`config.mk`:
```
export PLATFORM = sky130hd
export DESIGN_NAME = eight_three_priority_encoder
export DESIGN_NICKNAME = d
export VERILOG_FILES = /design/src/rtl/eight_three_priority_encoder.sv
export SDC_FILE = /design/constraint.sdc
export NUM_CORES = 1
export LEC_CHECK = 0
export CAP_MARGIN = 20
export CORE_UTILIZATION = 25
export CTS_BUF_LIST = sky130_fd_sc_hd__clkbuf_4
export CTS_CLUSTER_SIZE = 12
export DETAILED_ROUTE_END_ITERATION = 7
export MAX_ROUTING_LAYER = met4
export PLACE_DENSITY = 0.58
export SLEW_MARGIN = 20
export SYNTH_ARGS = -nofsm -noshare
export SYNTH_HDL_FRONTEND = slang
export SYNTH_SLANG_ARGS = --single-unit
```
`constraint.sdc`:
```
create_clock -name clk -period 1.3 [get_ports clk]
set_input_delay 0.26 -clock clk [delete_from_list [all_inputs] [get_ports clk]]
set_output_delay 0.26 -clock clk [all_outputs]
set_load 0.02 [all_outputs]
```
`src/rtl/eight_three_priority_encoder.sv`:
```
// ---------------------------------------------------------------------------
// eight_three_priority_encoder
//
// Sequential 8-to-3 priority encoder with a valid/ack handshake.
// Each request line X[i] is accumulated into a pending register.
// The index of the highest-priority pending request is presented on O.
// O is held stable until the consumer acknowledges it. The acknowledged
// request is then retired and the next pending request is presented.
// O can drive the X input of the matching 3-to-8 decoder directly.
//
// Parameters
//   PRIO_HIGH : 1 = index 7 has the highest priority,
//               0 = index 0 has the highest priority.
//
// Ports
//   clk   in   1  rising-edge clock
//   rst   in   1  synchronous active-high reset
//   En    in   1  capture enable for X (draining continues while 0)
//   X     in   8  request lines, multi-hot allowed
//   Ack   in   1  consumer accepts the current code (only used while Valid=1)
//   O     out  3  registered index of the presented request
//   Valid out  1  registered, O holds a pending request
//   Pend  out  8  registered pending register
//   Lost  out  1  sticky, a request hit an already-pending, non-retiring bit
// ---------------------------------------------------------------------------
module eight_three_priority_encoder #(
  parameter bit PRIO_HIGH = 1'b1
) (
  input  logic       clk,
  input  logic       rst,
  input  logic       En,
  input  logic [7:0] X,
  input  logic       Ack,
  output logic [2:0] O,
  output logic       Valid,
  output logic [7:0] Pend,
  output logic       Lost
);

  typedef enum logic {
    IDLE    = 1'b0,
    PRESENT = 1'b1
  } state_t;

  state_t     state_reg;
  logic [7:0] pend_reg;
  logic [2:0] o_reg;
  logic       valid_reg;
  logic       lost_reg;

  logic       retire;
  logic [7:0] clr_mask;
  logic [7:0] set_mask;
  logic [7:0] pend_next;
  logic [2:0] prio_idx;

  // A transfer happens only while a code is presented. Ack in IDLE is ignored.
  assign retire = (state_reg == PRESENT) && Ack;

  // One-hot clear of the bit currently shown on O.
  generate
    for (genvar gi = 0; gi < 8; gi++) begin : g_clr
      assign clr_mask[gi] = retire && (o_reg == 3'(gi));
    end
  endgenerate

  assign set_mask = En ? X : 8'h00;

  // Set wins over clear. A request on the retiring bit keeps it pending.
  assign pend_next = (pend_reg & ~clr_mask) | set_mask;

  // Priority pick over the current pending register.
  // The last matching bit in scan order wins.
  always_comb begin
    prio_idx = 3'd0;
    if (PRIO_HIGH) begin
      for (int i = 0; i < 8; i++) begin
        if (pend_reg[i]) prio_idx = 3'(i);
      end
    end else begin
      for (int i = 7; i >= 0; i--) begin
        if (pend_reg[i]) prio_idx = 3'(i);
      end
    end
  end

  always_ff @(posedge clk) begin
    if (rst) begin
      state_reg <= IDLE;
      pend_reg  <= 8'h00;
      o_reg     <= 3'd0;
      valid_reg <= 1'b0;
      lost_reg  <= 1'b0;
    end else begin
      pend_reg <= pend_next;

      // Only a collision on a bit that stays pending counts as a loss.
      if (|(set_mask & pend_reg & ~clr_mask)) begin
        lost_reg <= 1'b1;
      end

      case (state_reg)
        IDLE: begin
          // Priority is decided here only. Later arrivals wait their turn.
          if (|pend_reg) begin
            o_reg     <= prio_idx;
            valid_reg <= 1'b1;
            state_reg <= PRESENT;
          end
        end
        PRESENT: begin
          // O is frozen. Leaving via IDLE forces the one-cycle bubble.
          if (Ack) begin
            valid_reg <= 1'b0;
            state_reg <= IDLE;
          end
        end
        default: begin
          state_reg <= IDLE;
          valid_reg <= 1'b0;
        end
      endcase
    end
  end

  assign O     = o_reg;
  assign Valid = valid_reg;
  assign Pend  = pend_reg;
  assign Lost  = lost_reg;

endmodule

```
==> run metrics <==
IO Pins 25; most common cell after layout, fill and taps aside buf_4; final-layout fill cell count 269; initial antenna violation count 0; worst slew pin tran around 350 ps; starting density of the core 0.271; P_leak ~0.45 nW; Finished Core Util 0.423; later-pin clock latency in the skew report between 200 and 300 ps; clock-pin slew on the worst setup and hold paths approximately 90 ps; CTS Sinks 14; Yosys top cell area share 0.410; Final Wtd Congestion 0.932; DP Cell Count 147; clk_skew roughly 4.6 ps; Total Power about 1.2 mW; #FFs+latches synth 14; Routed Wire Length around 1900 µm; gr ovfl total 0; DP Area about 0.0011 mm²; vias in the first global route between 700 and 800; Final TNS setup 0 ps; WP buf/inv 1; synthesized area between 600 and 700 µm²; Die Y ~54 µm; iteration count of the initial detailed-routing pass 4; leading area contributor after synthesis dfxtp_1; worst-case clock buffer depth 2; vias per cell between 5 and 6; crit path cell chain dlygate4sd2_1; Final setup viols 0; Die W about 54 µm; CP top delay family flip-flops; crit start category register; Fin. Hold Viols 0; root buf cell clkbuf_4; sequential-to-total area share from yosys stat 0.410; largest vdd supply drop 609 µV; RSZ-0062 raised after global routing true; CTS buffer count 3; share of cells above drive strength 1 0.314; H-tree depth 1; # nets final about 130; post-synth net total between 90 and 100; first-pass GRT wire length ~3100 µm; period utilisation layout 0.970; Crit. End Element output pin; PwrDens 1090 mW/mm²; Detailed Place HPWL around 1500 µm; Synth cell types 29; critical path class register to output pin; # diodes 0; number of port buffers 24; via count roughly 760; Layout Cells excl Fill 151; multi-input logic area about 410 µm²; Max-Slew Margin vs Limit 0.763; Routed Antenna Nets 0; max-cap viol count 0; Crit path arrival time 1000 ps; total track usage 0.152; die area about 0.0029 mm²; fin area 0.00107 mm²; synth warn 0; wire per inst about 12 µm; maximum clock frequency just under 800 MHz; Hold WC Path Type input port to register; Final Slew Violations 0; ranking of synthesized cells by area dfxtp_1 41%, a22oi_1 7.7%, nor2_1 7.1%, a21oi_1 4.4%, nand2_1 4.4%; register area between 200 and 300 µm²; total core area 0.00252 mm²; WP data required about 1000 ps; largest net degree at the start of global routing 10; worst-path fanout max 3; CP max stage delay ~370 ps; drt initial violations 17; crit path time final 1260 ps; Worst path slowest cell dfxtp_1; max FFs per register 8; Row Count 18; Cells after Synth 81; area growth from synthesis to layout 56.0%; syn_area_per_cell roughly 8.4 µm²; commonest non-fill, non-tap cells in the layout 15 x buf_4, 13 x nor2_1, 12 x dfxtp_1, 10 x clkdlybuf4s50_1; Residual DRC 0; status complete, no violations; hold buffer count at CTS 0; CTS tree built
[per-layer routing]
metal / share of wire / up-vias / track usage
li1: - / 376 / -
met1: 0.49 / 353 / 0.211
met2: 0.44 / 24 / 0.226
met3: 0.055 / 3 / 0.0278
met4: 0.0085 / 0 / 0.0385
met5: 0 / - / -
[cells by family (layout without fill, tap and decap cells)]
family	after synthesis	after routing	share of synthesized area
AO/OA/AOI/OAI	28	28	0.297
buffers and inverters	5	45	0.0330
flip-flops	14	14	0.410
AND/OR/NAND/NOR	34	34	0.260
[through the flow]
| stage | hold slack, ps | worst slack [ps] |
|---|---|---|
| 6_report | 440 | 39.1 |
| 2_1_floorplan | 328 | 33.8 |
| 4_1_cts | 437 | 9.02 |
| 3_5_place_dp | 455 | -331 |
| 3_3_place_gp | 447 | -291 |
| 5_1_grt | 455 | -27.4 |
[what timing repair did]
| action | 4_1_cts | 5_1_grt |
|---|---|---|
| pin swaps | 0 | 5 |
| endpoints found under the setup margin | 14 | 11 |
| gates resized for setup | 18 | 19 |
| setup buffers | 0 | 0 |
[worst paths after layout]
check,start,to,slack (ps),depth (start not counted)
worst min-delay path,Ack,Valid,440,3
worst max-delay path,Pend[0],Pend[0],40,1
worst min register to register,Valid,Valid,470,1
worst max register to register,Pend[2],O[0],70,5
[report_power, final]
group	switching, mW	total (mW)	leakage (nW)	internal, mW
sequential	0.0371	0.510	0.117	0.473
combinational	0.196	0.390	0.318	0.194
clock	0.147	0.258	0.0154	0.111
[area by class of cell]
class	count	area share
Inverter	2	0.00704
Clock buffer	3	0.0211
Multi-Input combinational cell	62	0.381
Timing Repair Buffer	39	0.286
Sequential cell	14	0.265
Clock inverter	1	0.00352
Tap cell	30	0.0352
[synthesized netlist by cell type]
| master | count |
|---|---|
| dfxtp_1 | 14 |
| nor2_1 | 13 |
| nand2_1 | 8 |
| a22oi_1 | 7 |
| a21oi_1 | 6 |
| o21bai_1 | 3 |
| a31oi_1 | 2 |
| clkbuf_1 | 2 |
| inv_1 | 2 |
| nand3_1 | 2 |
| nor3_1 | 2 |
| nor4_2 | 2 |
| o21a_1 | 2 |
| a211oi_1 | 1 |
| a21boi_1 | 1 |
| a21oi_2 | 1 |
| a311oi_1 | 1 |
| a311oi_2 | 1 |
| a32oi_1 | 1 |
| a41oi_1 | 1 |
| and2b_4 | 1 |
| and3_1 | 1 |
| and3b_4 | 1 |
| buf_4 | 1 |
| nand2_2 | 1 |
| nand2b_1 | 1 |
| nor2b_1 | 1 |
| o21ai_0 | 1 |
| or2_1 | 1 |
No activity file was read; power rests on OpenSTA's default activity.
